`src/rtl/xorshift_prng_stream.sv`:
```
// xorshift_prng_stream: NUM_CH lockstep xorshift generators behind a valid/ready stream with reseed and warm-up; defining PRNG_WORD_CNT_EN adds the word_cnt transfer counter
module xorshift_prng_stream #(
  parameter int          WIDTH     = 32,
  parameter int          NUM_CH    = 4,
  parameter logic [63:0] SEED      = 64'd1,
  parameter int          SEED_STEP = 7,
  parameter int          WARMUP    = 1
) (
  input  logic                    clk,
  input  logic                    rst_n,
  input  logic                    seed_load,
  input  logic [WIDTH-1:0]        seed_in,
  input  logic                    rand_ready,
  output logic                    rand_valid,
  output logic [NUM_CH*WIDTH-1:0] rand_out
`ifdef PRNG_WORD_CNT_EN
  ,
  output logic [31:0]             word_cnt
`endif
);
  typedef enum logic {S_WARM, S_RUN} state_t;
  localparam state_t INIT = (WARMUP == 0) ? S_RUN : S_WARM;
  function automatic logic [WIDTH-1:0] step(input logic [WIDTH-1:0] x);
    logic [WIDTH-1:0] y;
    y = x ^ (x << 13);
    y = y ^ (y >> ((WIDTH == 64) ? 7 : 17));
    y = y ^ (y << ((WIDTH == 64) ? 17 : 5));
    return y;
  endfunction
  // an all-zero state would lock the generator at zero forever
  function automatic logic [WIDTH-1:0] ch_seed(input logic [WIDTH-1:0] base, input int i);
    logic [WIDTH-1:0] s;
    s = base + WIDTH'(i * SEED_STEP);
    return (s == '0) ? WIDTH'(32'h9E37_79B9) : s;
  endfunction
  state_t     st_q, st_d;
  logic [7:0] warm_q, warm_d;
  logic       fire, adv;
  assign rand_valid = (st_q == S_RUN);
  assign fire       = rand_valid & rand_ready;
  always_comb begin
    st_d   = st_q;
    warm_d = warm_q;
    adv    = 1'b0;
    if (seed_load) begin
      st_d   = INIT;
      warm_d = '0;
    end else if (st_q == S_WARM) begin
      adv    = 1'b1;
      warm_d = warm_q + 8'd1;
      st_d   = (warm_q == 8'(WARMUP - 1)) ? S_RUN : S_WARM;
    end else begin
      adv = fire;
    end
  end
  always_ff @(posedge clk or negedge rst_n)
    if (!rst_n) begin
      st_q   <= INIT;
      warm_q <= '0;
    end else begin
      st_q   <= st_d;
      warm_q <= warm_d;
    end
  for (genvar i = 0; i < NUM_CH; i++) begin : g_ch
    logic [WIDTH-1:0] x_q;
    always_ff @(posedge clk or negedge rst_n)
      if (!rst_n) x_q <= ch_seed(WIDTH'(SEED), i);
      else x_q <= seed_load ? ch_seed(seed_in, i) : adv ? step(x_q) : x_q;
    assign rand_out[i*WIDTH +: WIDTH] = x_q;
  end
`ifdef PRNG_WORD_CNT_EN
  logic [31:0] cnt_q;
  always_ff @(posedge clk or negedge rst_n)
    if (!rst_n) cnt_q <= '0;
    else if (fire) cnt_q <= cnt_q + 32'd1;
  assign word_cnt = cnt_q;
`endif
endmodule

```
`config.mk`:
```
export PLATFORM = sky130hd
export DESIGN_NAME = xorshift_prng_stream
export DESIGN_NICKNAME = d
export VERILOG_FILES = /design/src/rtl/xorshift_prng_stream.sv
export SDC_FILE = /design/constraint.sdc
export NUM_CORES = 1
export LEC_CHECK = 0
export CAP_MARGIN = 20
export CORE_ASPECT_RATIO = 0.5
export CORE_MARGIN = 4
export CORE_UTILIZATION = 29
export DETAILED_ROUTE_END_ITERATION = 10
export GPL_ROUTABILITY_DRIVEN = 0
export HOLD_SLACK_MARGIN = 0.1
export PLACE_DENSITY_LB_ADDON = 0.15
export SKIP_LAST_GASP = 1
export SLEW_MARGIN = 20
export SYNTH_ARGS = -nofsm -noshare
export SYNTH_HDL_FRONTEND = slang
export SYNTH_SLANG_ARGS = --single-unit
```
`constraint.sdc`:
```
create_clock -name clk -period 2.1 [get_ports clk]
set_input_delay 0.315 -clock clk [delete_from_list [all_inputs] [get_ports clk]]
set_output_delay 0.315 -clock clk [all_outputs]
set_load 0.03 [all_outputs]
```
==> results.md <==
- Outcome: finished with violations
- Failing checks: negative setup slack
- Syn_area_per_cell: 8.32 µm²
- Worst-path fanout max: 5
- Crit. End Element: register
- Placed insts: 2304
- Fmax: 375 MHz
- Syn Nets: 1449
- DR pass1 iterations: 6
- Synth Warn #: 0
- Die Ht: 150 µm
- Max Cap Viol: 0
- Clk Tree Root Cell: clkbuf_16
- Vias in the first global route: 12200
- Buf/Inv on CP: 3
- Setup TNS: -28720 ps
- Pin count of the biggest net entering global routing: 143
- Dpl hpwl: 37700 µm
- Slew headroom: 42.8%
- WL/cell: 20.8 µm
- Num CTS Buffers: 17
- Leakage power: 7.62 nW
- Clock transition at path regs: 60 ps
- Crit Path Class: in -> reg
- Final Hold Fails: 0
- WL final: 50600 µm
- Unrepaired setup endpoints after global routing: yes
- Worst path slowest cell: or4_4
- Clock Skews: 8.96 ps
- Initial antenna violation count: 0
- Post-Syn Instances: 1402
- Count of final max-slew check failures: 0
- Hold depth: 3
- Top cell by count, worst path: or4_4
- Clk_lat worst skew: 450 ps
- Worst r2r src: g_ch[2].x_q[1]
- Worst Max-Slew Pin Slew: 858 ps
- # fillers: 3879
- GRT Total Usage: 22.7%
- First-pass GRT wire length: 76100 µm
- Synthesized area: 0.0117 mm²
- HP Start: seed_load
- R2R cell count: 6
- Worst setup SP type: input port
- TritonCTS sink count: 137
- Final instance area: 0.0183 mm²
- CTS tree: done
- Stages on worst setup path: 11
- ANT cells: 0
- Worst VDD drop: 0.777 mV
- PD cells: 1860 mW/mm²
- Initial DRC count: 1095
- Vias: 12200
- Tcrit/Tclk final: 127%
- Flops & latches, synth: 137
- Initial Utilization: 29.7%
- H-tree depth: 4
- Share of cells above drive strength 1: 30.8%
- IO Pins: 165
- Worst endpoint required time: 2490 ps
- Die area: 0.0437 mm²
- Port Buf Inserts: 164
- Number of flops mapped to enable cells by yosys: 0
- Post-DP Area: 0.0161 mm²
- CP delay by family, top: simple AND/OR/NAND/NOR gates
- Final Setup Violations: 63
- Min-delay worst type: in -> reg
- Cell chain of the critical path: buf_8 -> nand4_4 -> buf_6 -> or4_4 -> nor2_2 -> xnor2_1 -> nand4_1 -> or4_4 -> buf_6 -> or4_4 -> nand2_2
- Vias per cell: 5.01
- Non-filler cells, final: 2425
- Core ar.: 0.0393 mm²
- P&R area growth vs syn: 56.8%
- Worst path max stage delay: 590 ps
- Max clock buf depth: 2
- Setup ws final: -568 ps
- Tmin final: 2670 ps
- Area leader, netlist: dfrtp_1
- Netlist cell types: 63
- FF-to-FF setup slack: 240 ps
- DRC Markers: 0
- Register area share after synthesis: 29.5%
- Global route total overflow: 0
- FP Rows: 51
- WHS Endpoint: g_ch[3].x_q[2]
- Asr flop ratio synth: 100%
- Number of nets in the layout: 1929
- Largest cells by area after synthesis: dfrtp_1 (27%), xnor2_1 (22%), xor2_1 (12%), nand2_1 (6.2%), nor2_1 (4.6%)
- Pre-CTS setup slack: -1610 ps
- Die W: 292 µm
- Routed Antenna Nets: 0
- Yosys top cell area share: 27.5%
- Critical R2R Capture: g_ch[2].x_q[14]
- Ys flop type: dfrtp_1
- Arr. time, crit path: 3060 ps
-- tightest hold or removal path, delay by kind of cell --
kind	cells	cell delay [ps]
buffers and inverters	2	220
AOI/OAI and AO/OA	1	80
-- cell usage in the layout, fill, tap and decap left out, types with 5 or more instances in the layout --
cell type / n
buf_4: 334
xnor2_1: 286
nand2_1: 182
xor2_1: 152
nor2_1: 132
dfrtp_1: 128
clkdlybuf4s50_1: 121
a21oi_1: 42
buf_6: 40
nand4_1: 34
o21ai_0: 33
nand3_1: 25
o211ai_1: 24
o22a_1: 20
clkbuf_16: 17
nor3_1: 15
a31oi_1: 13
buf_12: 13
buf_2: 12
xor2_2: 11
mux2_2: 11
buf_8: 11
inv_1: 10
nor4_1: 10
nand2_2: 10
dlymetal6s2s_1: 10
or4_4: 9
dfstp_2: 9
xnor2_2: 8
a31oi_4: 7
ha_1: 7
nor4_4: 6
and4_1: 6
nor2_2: 6
nor3_2: 5
nor3_4: 5
and3_1: 5
or4b_4: 5
bufinv_16: 5
-- sequential cells by signal (all words and copies together), names as in the netlist --
name / flops
rand_valid: 1
warm_q: 8
g_ch.x_q: 128
-- timing repair --
action | 4_1_cts | 5_1_grt
hold buffers | 1 | 0
setup buffers | 39 | 49
gates resized for setup | 197 | 137
endpoints found under the setup margin | 108 | 74
hold endpoints to repair | 43 | 0
gates cloned | 6 | 0
pin swaps | 41 | 78
-- cell families after synthesis --
logic type	share of synthesized area, %
AOI/OAI and AO/OA	9.68
buffers and inverters	3.85
and+or+nand+nor	19.9
muxes	1.41
DFF	29.5
xor gates and xnor gates	34.5
adders and majority gates	1.18
-- how the worst max path moves through the flow --
stage                           endpoint        start
final                     g_ch[3].x_q[4]  seed_in[20]
after global routing      g_ch[3].x_q[4]  seed_in[24]
after CTS                 g_ch[3].x_q[1]   seed_in[2]
after detailed placement  g_ch[1].x_q[1]  seed_in[12]
after global placement    g_ch[1].x_q[1]  seed_in[12]
after floorplan           g_ch[3].x_q[1]  seed_in[12]
-- cell type report --
type                       count  area [µm²]  share of cell area [%]
clock buffer                  21         450                    2.46
clock inverter                11         194                    1.06
inverter                      12        52.6                   0.287
multi-input combinational   1164        8640                    47.2
sequential                   137        3440                    18.8
tap                          530         663                    3.63
timing repair buffer         550        4850                    26.5
-- per-stage QoR --
| step | power, mW | hold WS (ps) | util [%] |
|---|---|---|---|
| CTS | 33.9 | 149 | 44.3 |
| global route | 36.5 | 187 | 46.5 |
| floorplan | 23.6 | 19.4 | - |
| detailed placement | 30.1 | 313 | 40.9 |
| global placement | 30.0 | 316 | 40.9 |
| finish | 34.0 | 167 | 46.5 |
-- power by group --
part           leakage (nW)  total (mW)  internal (mW)  switching (mW)
Clock                 0.312        3.42           2.14            1.28
Sequential             1.58        6.31           4.08            2.24
Combinational          5.72        24.2           12.2            12.1
Total                  7.62        34.0           18.4            15.6
-- per-layer routing --
metal	GRT usage, %	part of all wire [%]	wire length (µm)	vias up
met5	0	0	0	-
met4	5.86	2.3	1140	0
met3	4.70	6.6	3360	87
met2	35.3	45	22600	394
met1	32.1	46	23400	6014
li1	-	-	-	5665
-- synthesized netlist by cell type (all sizes together), types with 3 or more instances --
cell / n
dfrtp: 128
nor2: 142
nor2b: 4
mux2i: 4
or4: 9
o22a: 20
o21ai: 36
nand2b: 6
o211ai: 24
o31a: 4
nor4b: 4
a21oi: 43
xor2: 163
or3: 5
dfstp: 9
nor4: 19
clkbuf: 56
buf: 38
and3: 5
nor3: 25
nand3: 31
and4: 6
o31ai: 3
a31oi: 20
or2: 4
inv: 12
nand2: 194
o22ai: 3
nand4: 35
xnor2: 296
ha: 11
mux2: 11
No activity file was read; power rests on OpenSTA's default activity.
